==> src/rtl/instr_fetch_sequencer.sv <==
// Instruction fetch sequencer: drives the instruction-memory address, waits RD_WAIT clocks per read
// and hands each fetched word to decode over a valid/ready handshake, with redirect and fault handling.
module instr_fetch_sequencer #(
   parameter int unsigned RD_WAIT   = 2,
   parameter logic [63:0] MEM_BYTES = 64'h060
) (
   input  logic        CLK,
   input  logic        resetl,
   input  logic [63:0] startpc,
   input  logic        stall,
   input  logic        redirect_valid,
   input  logic [63:0] redirect_pc,
   output logic [63:0] imem_addr,
   input  logic [31:0] imem_data,
   output logic        inst_valid,
   input  logic        inst_ready,
   output logic [31:0] inst,
   output logic [63:0] inst_pc,
   output logic        fetch_err
);

   typedef enum logic [1:0] {IDLE, WAIT, HOLD, HALT} state_t;

   localparam int unsigned   CW       = (RD_WAIT > 1) ? $clog2(RD_WAIT) : 1;
   localparam logic [CW-1:0] CNT_LAST = CW'(RD_WAIT - 1);

   state_t        state;
   logic [63:0]   pc;
   logic [CW-1:0] cnt;
   logic          accept;
   logic [63:0]   seq_pc;

   // A PC is unusable if it lies past the end of memory or is not word aligned.
   function automatic logic bad_pc(input logic [63:0] a);
      return (a >= MEM_BYTES) || (a[1:0] != 2'b00);
   endfunction

   assign accept    = inst_valid && inst_ready;
   assign seq_pc    = pc + 64'd4;
   assign imem_addr = pc;

   // NOTE: all state is updated with non-blocking assignments so every register samples pre-edge values.
   always_ff @(posedge CLK or negedge resetl) begin
      if (!resetl) begin
         state      <= IDLE;
         pc         <= '0;
         cnt        <= '0;
         inst       <= '0;
         inst_pc    <= '0;
         inst_valid <= 1'b0;
         fetch_err  <= 1'b0;
      end else if (state == IDLE) begin
         if (!stall) begin
            pc  <= startpc;
            cnt <= '0;
            if (bad_pc(startpc)) begin
               state     <= HALT;
               fetch_err <= 1'b1;
            end else begin
               state <= WAIT;
            end
         end
      end else if (redirect_valid) begin
         // Redirect cancels any in-flight read or unaccepted word; an accepted word still counts.
         pc         <= redirect_pc;
         cnt        <= '0;
         inst_valid <= 1'b0;
         if (bad_pc(redirect_pc)) begin
            state     <= HALT;
            fetch_err <= 1'b1;
         end else begin
            state     <= WAIT;
            fetch_err <= 1'b0;
         end
      end else begin
         unique case (state)
            WAIT: begin
               if (cnt == CNT_LAST) begin
                  inst       <= imem_data;
                  inst_pc    <= pc;
                  inst_valid <= 1'b1;
                  state      <= HOLD;
               end else begin
                  cnt <= cnt + 1'b1;
               end
            end
            HOLD: begin
               if (accept) begin
                  inst_valid <= 1'b0;
                  pc         <= seq_pc;
                  if (bad_pc(seq_pc)) begin
                     state     <= HALT;
                     fetch_err <= 1'b1;
                  end else if (!stall) begin
                     cnt   <= '0;
                     state <= WAIT;
                  end
               end else if (!inst_valid && !stall) begin
                  cnt   <= '0;
                  state <= WAIT;
               end
            end
            HALT: state <= HALT;
            IDLE: state <= IDLE;
         endcase
      end
   end

endmodule

==> config.mk <==
export PLATFORM = sky130hd
export DESIGN_NAME = instr_fetch_sequencer
export DESIGN_NICKNAME = d
export VERILOG_FILES = /design/src/rtl/instr_fetch_sequencer.sv
export SDC_FILE = /design/constraint.sdc
export NUM_CORES = 1
export LEC_CHECK = 0
export CAP_MARGIN = 20
export CELL_PAD_IN_SITES_DETAIL_PLACEMENT = 1
export CELL_PAD_IN_SITES_GLOBAL_PLACEMENT = 1
export CORE_MARGIN = 2
export CORE_UTILIZATION = 35
export CTS_CLUSTER_DIAMETER = 40
export DETAILED_ROUTE_END_ITERATION = 8
export PLACE_DENSITY_LB_ADDON = 0.1
export SETUP_SLACK_MARGIN = 0.4
export SLEW_MARGIN = 5
export SYNTH_ARGS = -nofsm -noshare
export SYNTH_HDL_FRONTEND = slang
export SYNTH_SLANG_ARGS = --single-unit
==> constraint.sdc <==
create_clock -name CLK -period 3.7 [get_ports CLK]
set_clock_uncertainty 0.2 [all_clocks]
set_input_delay 0.555 -clock CLK [delete_from_list [all_inputs] [get_ports CLK]]
set_output_delay 0.555 -clock CLK [all_outputs]
set_load 0.05 [all_outputs]
==> metrics.txt <==
nets@finish=1,698; Setup WS pre-CTS=0.121 ns; Setup crit start=imem_addr[3]; Core Area=28,600 µm²; area delta synth->final=54.1%; largest net degree at the start of global routing=71; internal reg-to-reg setup slack=0.38 ns; critical path launch point type=register; Netlist cell types=66; ant diodes=0; synth top area cells=dfrtp_1 (41%), mux2_2 (11%), nand2_1 (5.7%), o21ai_0 (5.2%), mux2i_1 (3.8%); share of cells above drive strength 1=24.3%; FF-to-FF path depth=13; Port Buffer Count=326; Clk network pwr share=33.4%; synthesized area per cell=8.91 µm²; predominant post-synthesis flop cell=dfrtp_1; clk root buf=clkbuf_16; min cycle time layout=3.32 ns; maximum VDD drop=0.000249 V; gr usage total=29.5%; Ys Warns=0; Switching Fraction=35.7%; crit path to=state[1]; Die ar.=30,400 µm²; Worst Hold Class=reg -> reg; Clk Latency, worst-skew pair=0.45 ns; Synth area leader=dfrtp_1; DR pass1 iterations=5; FF-to-FF Start=imem_addr[3]; final worst path period share=89.6%; # setup viols final=0; RSZ-0062 raised after global routing=true; worst-path fanout max=4; fmax=302 MHz; FFs w/ async S/R, synth=100%; first-pass GRT wire length=68.6 mm; H-tree depth=4; drt drc=0; initial antenna violation count=0; total gr overflow=0; number of clock sinks=165; sequential-to-total area share from yosys stat=40.7%; die width=174 µm; Final Core Density=54.6%; # rows=62; Fin Setup TNS=0 ns; Die H=174 µm; initial detailed-routing violation count=635; Leak Pwr=6.55 nW; CTS tree=built; vias in the first global route=11.2k; critical path class=reg -> reg; Flop pwr share=36.8%; Max clock buf depth=2; top cell type's share of synthesized area=40.7%; Setup WS post-layout=0.384 ns; Slew Viols, Final=0; Comb pwr share=29.8%; initial core utilization=35.5%; NetSw=1.95 mW; #FFs+latches synth=165; top cells by count, synth=dfrtp_1 (165), nand2_1 (154), o21ai_0 (106); I/O pin total=327; status=finished clean; GPL Wtd Cong=0.957; count leader, synth=dfrtp_1; Critical Path AT=3.43 ns; number of antenna-violating nets in the routed design=0; Routed WL per cell=23.6 µm; final WL=45.5 mm; Hold Violations, Final=0; routed vias/inst=5.52; CTS clk-pin slew, worst paths=0.08 ns; routed via count=10.6k; syn_nets=1,305; CP endpoint kind=register; Max-slew headroom=47.1%; Synth Cell Area=10,100 µm²; RR Endpoint=state[1]; hpwl dp=34.5 mm; internal power=3.51 mW; Post-Syn Instances=1,139; worst path required time=3.82 ns; Num CTS Buffers=17; EDFF count, synth=0; Power Dens Cells=349 nW/µm²; max-cap violations=0; worst-margin pin slew=0.786 ns
## metal layers
layer	part of all wire, %	track usage (%)
met5	0	0
met4	2.5	9.42
met3	6.0	6.41
met2	47	47.7
met1	44	39.3
## registers in the layout (all words and copies together), names as in the netlist
| name | cells |
|---|---|
| inst_pc | 64 |
| cnt | 1 |
| inst_valid | 1 |
| fetch_err | 1 |
| imem_addr | 64 |
| state | 2 |
| inst | 32 |
## power by group through the flow
| stage | Combinational, mW | Clock, mW | Sequential, mW |
|---|---|---|---|
| 2_1_floorplan | 0.495 | 0 | 2.31 |
| 4_1_cts | 1.56 | 1.86 | 2.00 |
| 3_3_place_gp | 1.48 | 0 | 2.04 |
| 5_1_grt | 1.72 | 1.94 | 2.02 |
| 6_report | 1.63 | 1.82 | 2.01 |
| 3_5_place_dp | 1.49 | 0 | 2.05 |
## timing repair
action,in CTS,in global routing
endpoints found under the setup margin,4,4
pin swaps,10,23
buffers inserted,25,26
hold buffers,1,0
gates resized for setup,26,50
cloned,0,1
endpoints found under the hold margin,63,0
## stage by stage
step                      hold WS [ns]  std cells  cell area [µm²]  total power, mW
final                            0.306       1929            15600             5.46
after global routing             0.327       1929            15600             5.68
after CTS                        0.311       1902            15200             5.43
after detailed placement         0.294       1844            14300             3.54
after global placement           0.288       1844            14300             3.51
after floorplan                 0.0594       1139            10200             2.80
## worst max-delay path, stage by stage, from the launching register on
cell and delay (ns):
dfrtp_2 0.42, buf_4 0.14, and3_4 0.21, nand4_1 0.16
buf_4 0.19, or4_4 0.58, nor2_4 0.16, a31oi_4 0.11
nor4_4 0.29, buf_4 0.16, nand4_1 0.13, buf_6 0.17
nor4_4 0.15, a31oi_1 0.12
## layout by cell type (no fill, tap or decap), drive strengths merged, types with 7 or more instances in the layout
cell type and instances:
nor2 71, inv 17, or4 9, clkdlybuf4s50 324, mux2 98, nand3 33, xor2 27, and3 16
xnor2 33, mux2i 39, nand2b 8, dfrtp 165, o21ai 107, or3 7, nand2 155, clkbuf 19
nand4 47, nor3 24, o211ai 7, buf 150, nor4 51, a21oi 53
## area by class of cell
class	instances	area [µm²]
multi-input combinational	863	5940
tap	384	480
timing repair buffer	475	4430
clock inverter	13	135
fill	3213	13000
clock buffer	19	443
sequential	165	4170
inverter	10	37.5
## worst min-delay path by stage
stage | slack, ns | depth (start not counted) | start | to
3_5_place_dp | 0.29 | 1 | inst_pc[62] | inst_pc[62]
2_1_floorplan | 0.06 | 0 | resetl | cnt
6_report | 0.31 | 1 | inst_pc[41] | inst_pc[41]
5_1_grt | 0.33 | 1 | inst[2] | inst[2]
3_3_place_gp | 0.29 | 1 | inst[3] | inst[3]
4_1_cts | 0.31 | 1 | inst_pc[62] | inst_pc[62]
## logic make-up (layout without fill, tap and decap cells)
kind of cell	count (synthesis)	count (layout)	synth area share, %
AND/OR/NAND/NOR	445	446	22.3
buffers and inverters	112	517	4.48
multiplexers	137	137	14.7
flip-flops	165	165	40.7
AO/OA/AOI/OAI	219	219	12.5
XOR/XNOR	60	60	5.18
adder cells (fa/ha/maj)	1	1	0.123
Note: power is estimated with default switching activity, not from simulation.
